### config.mk
export PLATFORM = sky130hd
export DESIGN_NAME = baseline_a76_fabric
export DESIGN_NICKNAME = d
export VERILOG_FILES = /design/src/rtl/baseline_a76_pkg.sv /design/src/rtl/baseline_a76_debounce.sv /design/src/rtl/baseline_a76_fabric.sv
export SDC_FILE = /design/constraint.sdc
export NUM_CORES = 1
export LEC_CHECK = 0
export CAP_MARGIN = 20
export CORE_MARGIN = 2
export CORE_UTILIZATION = 40
export DETAILED_ROUTE_END_ITERATION = 8
export GPL_ROUTABILITY_DRIVEN = 0
export GPL_TIMING_DRIVEN = 1
export HOLD_SLACK_MARGIN = 0.08
export PLACE_DENSITY = 0.56
export SETUP_SLACK_MARGIN = 0.1
export SLEW_MARGIN = 20
export SYNTH_ARGS = -nofsm -noshare
export SYNTH_HDL_FRONTEND = slang
export SYNTH_SLANG_ARGS = --single-unit
### constraint.sdc
create_clock -name pll_refclk_100 -period 2.69 [get_ports pll_refclk_100]
set_input_delay 0.269 -clock pll_refclk_100 [delete_from_list [all_inputs] [get_ports pll_refclk_100]]
set_output_delay 0.269 -clock pll_refclk_100 [all_outputs]
set_load 0.005 [all_outputs]
### src/rtl/baseline_a76_pkg.sv
// Shared widths and default parameter values for the baseline_a76 fabric control block.
package baseline_a76_pkg;

    localparam int IO_W                = 4;
    localparam int RST_CNT_W           = 10;

    localparam int DEF_RST_HOLD_CYCLES = 64;
    localparam int DEF_DEBOUNCE_CYCLES = 16;
    localparam int DEF_HEARTBEAT_DIV   = 50_000_000;

    typedef logic [IO_W-1:0] io_t;

endpackage

### src/rtl/baseline_a76_debounce.sv
// One-bit 2-FF synchronizer followed by a stability counter; also flags accepted 0->1 changes.
module baseline_a76_debounce
    import baseline_a76_pkg::*;
#(
    parameter int DEBOUNCE_CYCLES = DEF_DEBOUNCE_CYCLES
) (
    input  logic clk,
    input  logic rst,
    input  logic din,
    output logic value,
    output logic rise
);

    localparam int              CNT_W = $clog2(DEBOUNCE_CYCLES + 1);
    localparam logic [CNT_W-1:0] LIMIT = CNT_W'(DEBOUNCE_CYCLES);

    logic             sync_p0;
    logic             sync_p1;
    logic [CNT_W-1:0] cnt;
    logic             accept;

    // The accepted value flips on the cycle the counter is seen at LIMIT with the change still present.
    assign accept = (sync_p1 != value) && (cnt == LIMIT);
    assign rise   = accept && sync_p1;

    always_ff @(posedge clk) begin
        if (rst) begin
            sync_p0 <= 1'b0;
            sync_p1 <= 1'b0;
            cnt     <= '0;
            value   <= 1'b0;
        end else begin
            // stage p0 -> p1: metastability filter
            sync_p0 <= din;
            sync_p1 <= sync_p0;
            if (sync_p1 == value) begin
                cnt <= '0;
            end else if (accept) begin
                value <= sync_p1;
                cnt   <= '0;
            end else begin
                cnt <= cnt + CNT_W'(1);
            end
        end
    end

endmodule

### src/rtl/baseline_a76_fabric.sv
// Fabric control: reset-release sequencer, debounced switches/buttons and the four user LEDs.
// Optional LED 0 heartbeat is built when BASELINE_A76_HEARTBEAT_EN is defined.
module baseline_a76_fabric
    import baseline_a76_pkg::*;
#(
    parameter int RST_HOLD_CYCLES = DEF_RST_HOLD_CYCLES,
    parameter int DEBOUNCE_CYCLES = DEF_DEBOUNCE_CYCLES,
    parameter int HEARTBEAT_DIV   = DEF_HEARTBEAT_DIV
) (
    input  logic            pll_refclk_100,
    input  logic            system_reset,
    input  logic            fpga_reset_n,
    input  logic [IO_W-1:0] fpga_user_switches,
    input  logic [IO_W-1:0] fpga_user_push_buttons,
    output logic [IO_W-1:0] fpga_user_leds,
    output logic            sys_clk_100_reset_n
);

    localparam logic [RST_CNT_W-1:0] HOLD = RST_CNT_W'(RST_HOLD_CYCLES);

    logic                 rst_sync_p0;
    logic                 rst_sync_p1;
    logic                 seq_clear;
    logic                 logic_rst;
    logic [RST_CNT_W-1:0] rst_cnt;
    io_t                  sw_value;
    io_t                  sw_rise_unused;
    io_t                  btn_value_unused;
    io_t                  btn_rise;
    io_t                  led_state;
    io_t                  led_next;

    assign seq_clear = system_reset || !rst_sync_p1;
    // Everything downstream of the sequencer stays cleared until the exported reset deasserts.
    assign logic_rst = system_reset || !sys_clk_100_reset_n;

    always_ff @(posedge pll_refclk_100) begin
        if (system_reset) begin
            rst_sync_p0 <= 1'b1;
            rst_sync_p1 <= 1'b1;
        end else begin
            // stage p0 -> p1: board warm-reset synchronizer
            rst_sync_p0 <= fpga_reset_n;
            rst_sync_p1 <= rst_sync_p0;
        end
    end

    always_ff @(posedge pll_refclk_100) begin
        if (seq_clear) begin
            rst_cnt             <= '0;
            sys_clk_100_reset_n <= 1'b0;
        end else begin
            if (rst_cnt != HOLD) begin
                rst_cnt <= rst_cnt + RST_CNT_W'(1);
            end
            sys_clk_100_reset_n <= (rst_cnt == HOLD);
        end
    end

    for (genvar i = 0; i < IO_W; i++) begin : g_inputs
        baseline_a76_debounce #(
            .DEBOUNCE_CYCLES(DEBOUNCE_CYCLES)
        ) u_sw (
            .clk  (pll_refclk_100),
            .rst  (logic_rst),
            .din  (fpga_user_switches[i]),
            .value(sw_value[i]),
            .rise (sw_rise_unused[i])
        );

        baseline_a76_debounce #(
            .DEBOUNCE_CYCLES(DEBOUNCE_CYCLES)
        ) u_btn (
            .clk  (pll_refclk_100),
            .rst  (logic_rst),
            .din  (fpga_user_push_buttons[i]),
            .value(btn_value_unused[i]),
            .rise (btn_rise[i])
        );
    end

`ifdef BASELINE_A76_HEARTBEAT_EN
    localparam int               HB_W    = $clog2(HEARTBEAT_DIV);
    localparam logic [HB_W-1:0]  HB_LAST = HB_W'(HEARTBEAT_DIV - 1);

    logic [HB_W-1:0] hb_cnt;
    logic            hb_tick;
    logic            unused_led0;

    assign hb_tick     = (hb_cnt == HB_LAST);
    assign unused_led0 = led_state[0] ^ sw_value[0];

    always_ff @(posedge pll_refclk_100) begin
        if (logic_rst || hb_tick) begin
            hb_cnt <= '0;
        end else begin
            hb_cnt <= hb_cnt + HB_W'(1);
        end
    end
`else
    logic unused_hb_cfg;
    assign unused_hb_cfg = (HEARTBEAT_DIV > 1);
`endif

    always_comb begin
        led_next = led_state ^ sw_value;
`ifdef BASELINE_A76_HEARTBEAT_EN
        led_next[0] = hb_tick ? ~fpga_user_leds[0] : fpga_user_leds[0];
`endif
    end

    always_ff @(posedge pll_refclk_100) begin
        if (logic_rst) begin
            led_state      <= '0;
            fpga_user_leds <= '0;
        end else begin
            // stage: LED output register
            led_state      <= led_state ^ btn_rise;
            fpga_user_leds <= led_next;
        end
    end

endmodule

==> reports/results.tsv <==
stage	metric	value	unit
run_status	outcome	completed	
synthesis	#FFs+latches synth	85	
timing	number of hold violations in the final report	0	
cells_and_area	nets@finish	399	
timing	skew final	8.24	ps
floorplanning	io pins	16	
cts	# hold bufs at CTS	0	
timing	Fin Hold WS	412	ps
floorplanning	overall die width	96.2	um
floorplanning	Die ar.	0.00925	mm2
synthesis	number of enable flip-flop cells after synthesis	0	
synthesis	Post-synth ARST share	0	%
global_route	vias in the first global route	2017	
route	WL/cell	10.6	um
power	Pleak	1.38	nW
synthesis	Yosys Warn Count	0	
timing	period utilisation layout	58.0	%
timing	Slew HR	70.1	%
cts	post-CTS sizing	0	
cells_and_area	fillers	815	
synthesis	Post-synth top flop	dfxtp_1	
cts	clk slew on worst S/H paths	80	ps
floorplanning	die height	96.2	um
cts	CTS HTree Levels	3	
cells_and_area	P&R area growth vs syn	12.8	%
cells_and_area	leading cell type in the layout, fill and taps excluded	dfxtp_1	
floorplanning	Core Region	0.00822	mm2
cts	root buf cell	clkbuf_8	
cts	CTS tree	yes	
critical_path	CP arrival	1770	ps
synthesis	Synth top area share	50.1	%
cts	Post-CTS Setup Inserts	0	
run	MaxCap Viol Count	0	
critical_path	crit path kind	reg -> reg	
power	overall power	2.15	mW
cells_and_area	most frequent cells in the layout	dfxtp_1 (85), nor2_1 (53), inv_1 (28)	
synthesis	Seq/Total Area, Yosys	50.1	%
global_route	initial antenna violation count	0	
global_route	largest net degree at the start of global routing	21	
timing	Max Clk Rate	0.641	GHz
synthesis	mapped cell area	0.00340	mm2
cts	CTS sink cnt	85	
place	post-DP HPWL	3.56	mm
cells_and_area	layout cell share with drive strength beyond 1	6.15	%
critical_path	Critical Path Fanout Max	5	
synthesis	Synth Instances	350	
synthesis	Mapped Avg Cell Area	9.71	um2
global_route	GRT Overall Usage	12.4	%
route	initial drt markers	24	
critical_path	Worst Setup End Kind	register	
global_route	first-pass GRT wire length	8.77	mm
floorplanning	Starting Density	41.4	%
route	Detail Route Antenna Nets	0	
critical_path	Crit path required time	2900	ps
synthesis	ranking of synthesized cells by area	dfxtp_1 (50%), ha_1 (6.6%), nor2_1 (5.9%)	
route	routed wire length	5.06	mm
synthesis	Syn Nets	379	
cts	Worst-Skew Late Latency	350	ps
route	DR vias/cell	4.58	
timing	Min Clock Period, post-route	1560	ps
synthesis	Yosys cell types	38	
cells_and_area	n_diodes	0	
timing	count of final setup violators	0	
route	post-route DRC violation count	0	
timing	slew at the pin closest to its max-slew limit	442	ps
synthesis	dominant cell type by area after synthesis	dfxtp_1	
floorplanning	std cell rows	33	
critical_path	critical path launch point type	register	
timing	setup TNS	0	ps
min_path	HP Class	reg -> reg	
timing	fin. max-slew vios	0	
place	PortBufs	15	
cts	clock buffer depth	2	
power	Pwr Density	561	mW/mm2
timing	RSZ-0062 raised after global routing	no	
power	IR drop worst, VDD	0.314	mV
route	Vias	2194	
route	DRT Pass-1 Iters	4	
cts	TritonCTS buffer count	9	
global_route	Overflow after GRT	0	
[worst paths after layout]
| path | cells past startpoint | slack, ps | from | endpoint |
|---|---|---|---|---|
| max | 5 | 1130 | rst_cnt[0] | rst_cnt[3] |
| min | 1 | 410 | rst_sync_p0 | rst_sync_p1 |
| max reg2reg | 5 | 1130 | rst_cnt[0] | rst_cnt[3] |
| min reg2reg | 1 | 410 | rst_sync_p0 | rst_sync_p1 |
[cell type report]
type | instances | area (um2) | area share, %
clock buffers | 11 | 131 | 3.43
clock inverters | 4 | 50.0 | 1.31
inverters | 28 | 105 | 2.74
multi-input cells | 229 | 1550 | 40.4
flip-flops and latches | 85 | 1700 | 44.4
well taps | 105 | 131 | 3.43
repair buffers | 17 | 165 | 4.31
[sequential cells by signal (all words and copies together) (netlist names)]
register / cells
fpga_user_leds: 4
g_inputs.u_btn.cnt: 20
g_inputs.u_btn.sync_p0: 4
g_inputs.u_btn.sync_p1: 4
g_inputs.u_btn.value: 4
g_inputs.u_sw.cnt: 20
g_inputs.u_sw.sync_p0: 4
g_inputs.u_sw.sync_p1: 4
g_inputs.u_sw.value: 4
led_state: 4
rst_cnt: 10
rst_sync_p0: 1
rst_sync_p1: 1
sys_clk_100_reset_n: 1
[stage by stage]
| step | util [%] | worst slack (ps) | instance area [um2] | std cells |
|---|---|---|---|---|
| after global routing | 46.7 | 994 | 3830 | 479 |
| after CTS | 46.7 | 1120 | 3830 | 479 |
| final | 46.7 | 1130 | 3830 | 479 |
| after floorplan | - | 1250 | 3400 | 350 |
| after global placement | 44.5 | 909 | 3650 | 464 |
| after detailed placement | 44.5 | 881 | 3650 | 464 |
[worst max-delay path, cell delays in order, from the launching register on]
cell and delay (ps):
dfxtp_1 350, inv_1 90, ha_1 160, or4b_4 500, nor3_2 250, nor3_1 80
[cell families after synthesis]
logic type,Yosys count,share of synthesized area (%)
compound gates,19,3.28
fa+ha+maj,18,6.63
xor+xnor,39,10.0
flops,85,50.1
buf+inv,36,4.34
simple gates,144,23.0
mux,9,2.69
[cell usage after synthesis (2+ instances only)]
library cell  count
nand2b_1          6
o21ai_0           6
xor2_1           21
nand3b_1          2
and3_1            3
or4_1             2
a21oi_1           8
nand4_1           2
mux2i_1           8
nor4_1            3
clkbuf_1          5
nand4bb_1         4
inv_1            28
nand2_1           4
ha_1             18
or3_1             8
xnor2_1          18
nor4bb_1          4
nor2_1           53
nand3_1          25
o31ai_1           2
or2_2             3
and2_1           16
nor3_1            3
dfxtp_1          85
[per-layer routing]
layer,global-route usage [%],vias to the layer above,part of all wire [%]
met5,0,-,0
met4,4.64,0,1.4
met3,5.17,7,3.7
met2,19.4,20,46
met1,15.1,980,49
li1,-,1187,-
[power by group]
| part | internal [mW] | total [mW] | switching [mW] |
|---|---|---|---|
| combinational | 0.0257 | 0.0435 | 0.0179 |
| clock | 0.423 | 0.842 | 0.419 |
| sequential | 1.26 | 1.27 | 0.00513 |
| total | 1.71 | 2.15 | 0.442 |
(Power assumes the default switching activity.)
